$ cat src/rtl/dca_matrix_load2mreg_pkg.sv
// Shared types and geometry for the load-to-mreg path.
// Build option DCA_LOAD2MREG_OVERFLOW_CHECK_EN adds a sticky overflow flag on the top.
package dca_matrix_pkg;

    localparam int MATRIX_SIZE_PARA = 4;
    localparam int BW_TENSOR_SCALAR = 32;
    localparam int MATRIX_NUM_ROW   = MATRIX_SIZE_PARA;
    localparam int MATRIX_NUM_COL   = MATRIX_SIZE_PARA;
    localparam int BW_TENSOR_ROW    = MATRIX_NUM_COL * BW_TENSOR_SCALAR;

    typedef enum logic [1:0] {
        IDLE  = 2'd0,
        LOAD  = 2'd1,
        FILL  = 2'd2,
        DRAIN = 2'd3
    } load_state_e;

    typedef logic [BW_TENSOR_ROW-1:0] tensor_row_t;

    typedef struct packed {
        load_state_e               state;
        logic [MATRIX_NUM_ROW-1:0] row;
        logic                      row_first;
        logic                      row_last;
    } load2mreg_dbg_t;

endpackage

$ cat src/rtl/dca_matrix_load2mreg_if.sv
// Request, tensor-row stream and mreg row-move write port of the load path.
interface dca_matrix_load2mreg_if;
    import dca_matrix_pkg::*;

    // Tensor rows move on a cycle where wvalid & wready are both high; wvalid and
    // wlast/wdata are owned by the source, wready never depends on wvalid.
    logic        loadreg_wready;
    logic        loadreg_wrequest;
    logic        mreg_move_wenable;
    tensor_row_t mreg_move_wdata_list1d;
    logic        load_tensor_row_wvalid;
    logic        load_tensor_row_wlast;
    logic        load_tensor_row_wready;
    tensor_row_t load_tensor_row_wdata;

    modport slave (
        output loadreg_wready,
        input  loadreg_wrequest,
        output mreg_move_wenable,
        output mreg_move_wdata_list1d,
        input  load_tensor_row_wvalid,
        input  load_tensor_row_wlast,
        output load_tensor_row_wready,
        input  load_tensor_row_wdata
    );

    modport master (
        input  loadreg_wready,
        output loadreg_wrequest,
        input  mreg_move_wenable,
        input  mreg_move_wdata_list1d,
        output load_tensor_row_wvalid,
        output load_tensor_row_wlast,
        input  load_tensor_row_wready,
        output load_tensor_row_wdata
    );

endinterface

$ cat src/rtl/dca_row_counter_onehot.sv
// One-hot row pointer: bit0 after reset/init, rotates left on each enabled count.
module dca_row_counter_onehot #(
    parameter int WIDTH = 4
) (
    input  logic             clk,
    input  logic             rst,
    input  logic             init,
    input  logic             count,
    input  logic             enable,
    output logic [WIDTH-1:0] value,
    output logic             is_first,
    output logic             is_last
);

    localparam logic [WIDTH-1:0] FIRST = {{(WIDTH-1){1'b0}}, 1'b1};

    logic [WIDTH-1:0] value_q;

    always_ff @(posedge clk) begin
        if (rst || init) begin
            value_q <= FIRST;
        end else if (enable && count) begin
            value_q <= {value_q[WIDTH-2:0], value_q[WIDTH-1]};
        end
    end

    assign value    = value_q;
    assign is_first = value_q[0];
    assign is_last  = value_q[WIDTH-1];

endmodule

$ cat src/rtl/dca_matrix_load2mreg.sv
// Streams one matrix of tensor rows into the mreg: zero-pads short streams, drains long ones.
// Build option DCA_LOAD2MREG_OVERFLOW_CHECK_EN adds the sticky overflow output.
module dca_matrix_load2mreg
    import dca_matrix_pkg::*;
(
    input  logic                    clk,
    input  logic                    rst,
    input  logic                    clear,
    input  logic                    enable,
    output logic                    busy,
`ifdef DCA_LOAD2MREG_OVERFLOW_CHECK_EN
    output logic                    overflow,
`endif
    output load2mreg_dbg_t          dbg,
    dca_matrix_load2mreg_if.slave   bus
);

    load_state_e               state_q;
    logic                      busy_q;
    logic                      ldready_q;
    logic                      go;
    logic                      row_ready;
    logic                      acc;
    logic                      wen;
    logic                      cnt_init;
    logic [MATRIX_NUM_ROW-1:0] row_value;
    logic                      row_first;
    logic                      last_row;

    // A clear or reset cycle behaves like a stalled cycle so nothing is written while aborting.
    always_comb begin
        go        = enable && !clear && !rst;
        row_ready = go && ((state_q == LOAD) || (state_q == DRAIN));
        acc       = bus.load_tensor_row_wvalid && row_ready;
        wen       = ((state_q == LOAD) && acc) || ((state_q == FILL) && go);
        cnt_init  = clear || (state_q == IDLE);
    end

    dca_row_counter_onehot #(
        .WIDTH (MATRIX_NUM_ROW)
    ) u_row_cnt (
        .clk      (clk),
        .rst      (rst),
        .init     (cnt_init),
        .count    (wen),
        .enable   (go),
        .value    (row_value),
        .is_first (row_first),
        .is_last  (last_row)
    );

    always_ff @(posedge clk) begin
        if (rst || clear) begin
            state_q   <= IDLE;
            busy_q    <= 1'b0;
            ldready_q <= 1'b1;
        end else begin
            case (state_q)
                IDLE: begin
                    if (enable && bus.loadreg_wrequest) begin
                        state_q   <= LOAD;
                        busy_q    <= 1'b1;
                        ldready_q <= 1'b0;
                    end
                end
                LOAD: begin
                    if (acc) begin
                        if (bus.load_tensor_row_wlast && last_row) begin
                            state_q   <= IDLE;
                            busy_q    <= 1'b0;
                            ldready_q <= 1'b1;
                        end else if (bus.load_tensor_row_wlast) begin
                            state_q <= FILL;
                        end else if (last_row) begin
                            state_q <= DRAIN;
                        end
                    end
                end
                FILL: begin
                    if (go && last_row) begin
                        state_q   <= IDLE;
                        busy_q    <= 1'b0;
                        ldready_q <= 1'b1;
                    end
                end
                default: begin
                    if (acc && bus.load_tensor_row_wlast) begin
                        state_q   <= IDLE;
                        busy_q    <= 1'b0;
                        ldready_q <= 1'b1;
                    end
                end
            endcase
        end
    end

`ifdef DCA_LOAD2MREG_OVERFLOW_CHECK_EN
    logic overflow_q;

    always_ff @(posedge clk) begin
        if (rst || clear) begin
            overflow_q <= 1'b0;
        end else if ((state_q == LOAD) && acc && !bus.load_tensor_row_wlast && last_row) begin
            overflow_q <= 1'b1;
        end
    end

    assign overflow = overflow_q;
`endif

    assign busy                       = busy_q;
    assign bus.loadreg_wready         = ldready_q;
    assign bus.load_tensor_row_wready = row_ready;
    assign bus.mreg_move_wenable      = wen;
    assign bus.mreg_move_wdata_list1d = (state_q == LOAD) ? bus.load_tensor_row_wdata : '0;

    assign dbg.state     = state_q;
    assign dbg.row       = row_value;
    assign dbg.row_first = row_first;
    assign dbg.row_last  = last_row;

endmodule

$ cat src/flat_wrapper.sv
// flat-port wrapper written by rule: the top's interface ports become plain ports
module dca_matrix_load2mreg_flat import dca_matrix_pkg::*;
  (clk, rst, clear, enable, busy, dbg, bus_loadreg_wready, bus_loadreg_wrequest, bus_mreg_move_wenable, bus_mreg_move_wdata_list1d, bus_load_tensor_row_wvalid, bus_load_tensor_row_wlast, bus_load_tensor_row_wready, bus_load_tensor_row_wdata);
  dca_matrix_load2mreg_if bus_i ();
  input  logic clk;
  input  logic rst;
  input  logic clear;
  input  logic enable;
  output logic busy;
  output load2mreg_dbg_t dbg;
  output wire logic [$bits(bus_i.loadreg_wready)-1:0] bus_loadreg_wready;
  input wire logic [$bits(bus_i.loadreg_wrequest)-1:0] bus_loadreg_wrequest;
  output wire logic [$bits(bus_i.mreg_move_wenable)-1:0] bus_mreg_move_wenable;
  output wire logic [$bits(bus_i.mreg_move_wdata_list1d)-1:0] bus_mreg_move_wdata_list1d;
  input wire logic [$bits(bus_i.load_tensor_row_wvalid)-1:0] bus_load_tensor_row_wvalid;
  input wire logic [$bits(bus_i.load_tensor_row_wlast)-1:0] bus_load_tensor_row_wlast;
  output wire logic [$bits(bus_i.load_tensor_row_wready)-1:0] bus_load_tensor_row_wready;
  input wire logic [$bits(bus_i.load_tensor_row_wdata)-1:0] bus_load_tensor_row_wdata;
  assign bus_loadreg_wready = bus_i.loadreg_wready;
  assign bus_i.loadreg_wrequest = bus_loadreg_wrequest;
  assign bus_mreg_move_wenable = bus_i.mreg_move_wenable;
  assign bus_mreg_move_wdata_list1d = bus_i.mreg_move_wdata_list1d;
  assign bus_i.load_tensor_row_wvalid = bus_load_tensor_row_wvalid;
  assign bus_i.load_tensor_row_wlast = bus_load_tensor_row_wlast;
  assign bus_load_tensor_row_wready = bus_i.load_tensor_row_wready;
  assign bus_i.load_tensor_row_wdata = bus_load_tensor_row_wdata;
  dca_matrix_load2mreg u_core (.clk(clk), .rst(rst), .clear(clear), .enable(enable), .busy(busy), .dbg(dbg), .bus(bus_i));
endmodule
$ cat config.mk
export PLATFORM = sky130hd
export DESIGN_NAME = dca_matrix_load2mreg_flat
export DESIGN_NICKNAME = d
export VERILOG_FILES = /design/src/rtl/dca_matrix_load2mreg_pkg.sv /design/src/rtl/dca_matrix_load2mreg_if.sv /design/src/rtl/dca_row_counter_onehot.sv /design/src/rtl/dca_matrix_load2mreg.sv /design/src/flat_wrapper.sv
export SDC_FILE = /design/constraint.sdc
export NUM_CORES = 1
export LEC_CHECK = 0
export CORE_AREA = 2 2 106 108
export DETAILED_ROUTE_END_ITERATION = 7
export DIE_AREA = 0 0 108 110
export GPL_TIMING_DRIVEN = 0
export PLACE_DENSITY_LB_ADDON = 0.3
export SYNTH_ARGS = -nofsm -noshare
export SYNTH_HDL_FRONTEND = slang
export SYNTH_HIERARCHICAL = 1
export SYNTH_SLANG_ARGS = --single-unit
$ cat constraint.sdc
create_clock -name clk -period 1.8 [get_ports clk]
set_input_delay 0.27 -clock clk [delete_from_list [all_inputs] [get_ports clk]]
set_output_delay 0.27 -clock clk [all_outputs]
set_load 0.01 [all_outputs]
# ---- Word-level counts from Yosys, hierarchy flattened
# Index checks and enable logic that the tools add are counted.
dict set report classes {
  reduce_logical 22
  eq_ne 8
  muxes 21
}
# op n
set op_table {}
lappend op_table {{128-bit 2-to-1 mux} 1}
lappend op_table {{2-bit 2-to-1 mux} 7}
lappend op_table {{1-bit logical AND} 11}
lappend op_table {{1-bit 2-to-1 mux} 10}
lappend op_table {{5-bit AND reduction} 2}
lappend op_table {{2-bit inequality test (second input constant)} 3}
lappend op_table {{1-bit case mux with 3 select lines} 2}
lappend op_table {{2-bit case mux with 3 select lines} 1}
lappend op_table {{1-bit logical OR} 5}
lappend op_table {{2-bit == test (second input constant)} 2}
lappend op_table {{4-bit inequality test (second input constant)} 1}
lappend op_table {{4-bit nonzero test} 1}
lappend op_table {{2-bit by 1-bit == test with 1-bit output (second input constant)} 1}
lappend op_table {{1-bit zero test} 2}
lappend op_table {{2-bit zero test} 1}
lappend op_table {{2-bit by 1-bit inequality test with 1-bit output (second input constant)} 1}
dict set report word_totals {
  out_inout_bits 140
  word_cells 55
  input_bits 135
  register_bits 8
}

# ---- Logic depth before layout (Yosys ltp)
dict set report depth {
  depth_word 8
  depth_mapped 8
  ltp_nobuf 7
}

# ---- Hierarchy
# Netlist, hierarchy kept.
# module n_inst cells_per_inst seq_area_each_um2 area_per_inst_um2
set modules_own_cells {}
lappend modules_own_cells {dca_matrix_load2mreg 1 180 80.1 1207.4}
lappend modules_own_cells {dca_row_counter_onehot 1 20 80.1 191.4}

# ---- Worst setup path after synthesis
# Ideal clock, no wire load.
dict set report synth_timing {
  path_type {reg2reg}
  start {reg u_core.state_q[0]}
  end {reg u_core.u_row_cnt.value_q[0] (netlist: u_core/u_row_cnt/value[0])}
  arrival_ns 1.761
  path_stages_with_launch 8
  required_time_ns 1.678
  setup_slack_ns -0.083
  synth_period_minus_slack_ns 1.883
  path_cell_list {dfxtp_1 > ha_1 > clkbuf_1 > a21oi_1 > nor2b_1 > buf_2 > a21boi_1 > a311o_1}
}
dict set report synth_via {
  elab_chain_cells 7
  elab_cells_between_ends 13
  cone_classes {eq/ne: 3; reduce/logical: 10}
}
# item line_no
set synth_lines {}
lappend synth_lines {{start: declaration} dca_matrix_load2mreg.sv:18} ;# load_state_e state_q;
lappend synth_lines {{start signal: assignment} dca_matrix_load2mreg.sv:54} ;# state_q <= IDLE;
lappend synth_lines {{start signal: assignment} dca_matrix_load2mreg.sv:61} ;# state_q <= LOAD;
lappend synth_lines {{start signal: assignment} dca_matrix_load2mreg.sv:69} ;# state_q <= IDLE;
lappend synth_lines {{2-bit by 1-bit == test with 1-bit output or 2-bit == test (tied branches)} {dca_matrix_load2mreg.sv:33, dca_matrix_load2mreg.sv:35}}
lappend synth_lines {{1-bit logical OR} dca_matrix_load2mreg.sv:33} ;# row_ready = go && ((state_q == LOAD) || (state_q == DRAIN));
lappend synth_lines {{1-bit logical AND} dca_matrix_load2mreg.sv:33}
lappend synth_lines {{1-bit logical AND} dca_matrix_load2mreg.sv:34} ;# acc = bus.load_tensor_row_wvalid && row_ready;
lappend synth_lines {{1-bit logical AND} dca_matrix_load2mreg.sv:35} ;# wen = ((state_q == LOAD) && acc) || ((state_q == FILL) && go);
lappend synth_lines {{1-bit logical OR (*)} dca_matrix_load2mreg.sv:35}
lappend synth_lines {{net bus_mreg_move_wenable} flat_wrapper.sv:13} ;# output wire logic [$bits(bus_i.mreg_move_wenable)-1:0] bus_mreg_move_wenable;
lappend synth_lines {{1-bit logical AND (*)} dca_row_counter_onehot.sv:22} ;# end else if (enable && count) begin
lappend synth_lines {{end signal: assignment} dca_row_counter_onehot.sv:23} ;# value_q <= {value_q[WIDTH-2:0], value_q[WIDTH-1]};
lappend synth_lines {{end: declaration} dca_row_counter_onehot.sv:17} ;# logic [WIDTH-1:0] value_q;
# The timed path passes the listed nets; every way through them passes the cells marked *.
# A chain may end at the register's enable or synchronous reset.

# ---- Final worst setup path
dict set report layout_timing {
  start {reg u_core.state_q[1]}
  end {out bus_mreg_move_wdata_list1d[35]}
}
dict set report layout_via {
  elab_chain_cells 2
}
# item line_no
set layout_lines {}
lappend layout_lines {{2-bit by 1-bit == test with 1-bit output} dca_matrix_load2mreg.sv:115} ;# assign bus.mreg_move_wdata_list1d = (state_q == LOAD) ? bus.load_tensor_row_wdata : '0;
lappend layout_lines {{128-bit 2-to-1 mux} dca_matrix_load2mreg.sv:115}
lappend layout_lines {{end: declaration} flat_wrapper.sv:14} ;# output wire logic [$bits(bus_i.mreg_move_wdata_list1d)-1:0] bus_mreg_move_wdata_list1d;
# No other way between the ends.

==> impl_metrics.json <==
{
  "syn_to_final_growth_pct": 198,
  "numPortBuffers": 274,
  "cts-hold-fix-buffers": 0,
  "cts_buffer_depth": 2,
  "timing.final.max_slew_violations": 0,
  "die_x_um": 108,
  "synth_cell_type_count": 29,
  "detailroute.via_count": 2379,
  "dp.cells": 614,
  "synthAdderAreaFrac": 0.0358,
  "cts.clk_slew.worst_paths_ns": 0.04,
  "relative_slew_slack": 0.833,
  "cts-buffers-inserted": 3,
  "worst_slew_pin_tran_ns": 0.250,
  "dpl.hpwl_mm": 8.21,
  "ir_worst_vdd_mv": 0.179,
  "wire_per_inst_um": 15.0,
  "cp-startpoint": "u_core/state_q[1]$_SDFFE_PP0P_",
  "globalplace.congestion": 0.739,
  "post-route-min-period_ns": 1.77,
  "root_buffer": "sky130_fd_sc_hd__clkbuf_8",
  "place_ws_ns": -0.820,
  "p_leak_nw": 2.13,
  "htree_levels": 1,
  "max_cap_viol_count": 0,
  "min_from": "u_core/busy$_SDFFE_PP0P_",
  "pin_count_of_the_biggest_net_entering_global_routing": 11,
  "worst_skew_pair.late_latency_ns": 0.23,
  "postRouteAntennaNets": 0,
  "main_combinational_cell_family_by_area_after_synthesis": "simple AND/OR/NAND/NOR gates",
  "post_synth_and_or_nand_nor_area_fraction": 0.652,
  "drt_pass1_iterations": 3,
  "synth.area.mux_share": 0,
  "via_per_inst": 3.81,
  "timing.final.ws_setup_ns": 0.0288,
  "synth_xor_xnor_area_share": 0,
  "worstReg2RegStart": "u_core/state_q[1]$_SDFFE_PP0P_",
  "synth_compound_area_frac": 0.123,
  "rr_worst_depth": 6,
  "power_dens_cells_nw_per_um2": 328,
  "core_ar_um2": 10700,
  "vertical_die_dimension_um": 110,
  "wl_mm": 9.37,
  "grt.overflow.total": 0,
  "cts.sinks": 8,
  "mostFrequentLayoutCells": "sky130_fd_sc_hd__clkdlybuf4s50_1, sky130_fd_sc_hd__and2_1, sky130_fd_sc_hd__buf_2, sky130_fd_sc_hd__dlygate4sd2_1, sky130_fd_sc_hd__clkdlybuf4s15_1",
  "maxClockFrequency_mhz": 565,
  "n_antenna_cell": 0,
  "final_net_count": 625,
  "cts_tree": "built",
  "hold-path-cell-count": 1,
  "grt_pass1_wl_mm": 12.8,
  "number_of_enable_type_register_cells_in_the_synthesized_netlist": 0,
  "worst_ep_required_time_ns": 1.53,
  "async_flop_share": 0,
  "post_route_cells_drive_above_1_share": 0.320,
  "footprint_of_the_multi_input_gates_um2": 1180,
  "syn-instance-count": 200,
  "rows": 38,
  "timing.final.crit_share": 0.984,
  "grt_setup_unrepaired": "yes",
  "hold_viol": 0,
  "worstSetupPathType": "reg2out",
  "syn_avg_cell_area_um2": 6.99,
  "initial_antenna_violation_count": 0,
  "seq_area_frac_synth": 0.114,
  "yosys_register_bits": 8,
  "critPathMaxFanout": 10,
  "ioPinCount": 275,
  "finalNonFillerCells": 624,
  "worst-endpoint-arrival_ns": 1.50,
  "n_fill_cell": 1144,
  "postSynth.topFlopCell": "sky130_fd_sc_hd__dfxtp_1",
  "worst_setup_path_end_kind": "output port",
  "min_to": "u_core/busy$_SDFFE_PP0P_",
  "ys_warn_count": 6,
  "tightest_hold_check_type": "reg2reg",
  "setup_violations": 0,
  "ff_latch_area_um2": 168,
  "drt-initial-drc-count": 72,
  "fin_skew_ns": 0.00213,
  "grtUsageTotal": 0.139,
  "worst_setup_path_start_kind": "flip-flop",
  "most_common_library_cell_in_the_layout_ignoring_fill_and_taps": "sky130_fd_sc_hd__clkdlybuf4s50_1",
  "reg2reg_to": "u_core/busy$_SDFFE_PP0P_",
  "mappedNetlistArea_um2": 1400,
  "synth.net_count": 339,
  "outcome": "completed",
  "die_area_um2": 11900,
  "drc_errors": 0,
  "initial_core_util": 0.131,
  "worst-r2r-setup-slack_ns": 0.07,
  "grt_pass1_vias": 2322
}
==> worst max-delay path by stage <==
stage | slack [ns] | end | cells after the start
floorplan | 0.009 | u_core/u_row_cnt/value[0]$_SDFFE_PP1P_ | 7
global placement | -0.78 | bus_mreg_move_wdata_list1d[49] | 5
detailed placement | -0.82 | bus_mreg_move_wdata_list1d[98] | 5
CTS | -0.14 | bus_mreg_move_wdata_list1d[120] | 5
global route | -0.03 | bus_mreg_move_wdata_list1d[35] | 7
finish | 0.03 | bus_mreg_move_wdata_list1d[35] | 7
==> synth_stat cells, types with 2 or more instances <==
library cell,number,area (um^2)
sky130_fd_sc_hd__inv_1,3,11.3
sky130_fd_sc_hd__buf_4,4,30.0
sky130_fd_sc_hd__a21oi_1,6,30.0
sky130_fd_sc_hd__nand2_1,3,11.3
sky130_fd_sc_hd__o211a_1,2,20.0
sky130_fd_sc_hd__and2_1,129,807
sky130_fd_sc_hd__clkbuf_1,14,52.6
sky130_fd_sc_hd__buf_2,2,10.0
sky130_fd_sc_hd__ha_1,4,50.1
sky130_fd_sc_hd__dfxtp_1,8,160
sky130_fd_sc_hd__nand3_1,3,15.0
sky130_fd_sc_hd__o21a_1,2,15.0
sky130_fd_sc_hd__a21bo_2,3,30.0
sky130_fd_sc_hd__nor2_1,2,7.51
==> logic make-up after synthesis <==
family | Yosys count
AND/OR/NAND/NOR | 145
buffers and inverters | 23
AO/OA/AOI/OAI | 20
flip-flops | 8
adder cells (fa/ha/maj) | 4
==> through the flow <==
step	hold WS, ns	TNS, ns	utilization	power (W)	instance area (um^2)
6_report	0.474	0	0.390	0.00137	4170
2_1_floorplan	0.441	0	-	0.000504	1400
5_1_grt	0.486	-0.324	0.390	0.00146	4170
3_5_place_dp	0.467	-83.21	0.404	0.00117	4320
3_3_place_gp	0.464	-77.27	0.404	0.00116	4320
4_1_cts	0.476	-0.184	0.382	0.00135	4080
==> layout make-up <==
type                       count  share of cell area
multi-input combinational    169               0.283
buffer                        20              0.0606
timing repair buffer         281               0.562
inverter                       3             0.00270
clock buffer                   3             0.00989
sequential                     8              0.0402
tap                          140              0.0420
==> worst max-delay path: stages (launching register included) <==
cell                        delay, ns
sky130_fd_sc_hd__dfxtp_4         0.34
sky130_fd_sc_hd__inv_2           0.05
sky130_fd_sc_hd__ha_4            0.17
sky130_fd_sc_hd__buf_12          0.13
sky130_fd_sc_hd__clkbuf_16       0.15
sky130_fd_sc_hd__clkbuf_8        0.15
sky130_fd_sc_hd__and2_1          0.13
sky130_fd_sc_hd__buf_2           0.15
==> registers in the layout, summed over array words and instances (netlist names) <==
register	flops
u_core/u_row_cnt/value	4
u_core/state_q	2
u_core/bus.loadreg_wready	1
u_core/busy	1
==> routing by layer <==
layer  vias to the layer above  GRT usage  share of wire
met5                         -          0              0
met4                         0     0.0165         0.0093
met3                         4     0.0453           0.11
met2                       152      0.274           0.54
met1                      1035      0.146           0.35
li1                       1188          -              -
==> repair_timing <==
item | in CTS | in global routing
pin swaps | 1 | 0
setup endpoints to repair | 134 | 102
resized for setup | 488 | 36
buffers inserted | 5 | 1
gates cloned | 1 | 0
==> where the power goes <==
| group | total, W | switching (W) | internal [W] |
|---|---|---|---|
| logic | 0.000960 | 0.000360 | 0.000600 |
| clock network | 0.000213 | 0.0000686 | 0.000145 |
| registers | 0.000195 | 0.00000783 | 0.000187 |
Power figures use the tool's default switching activity.
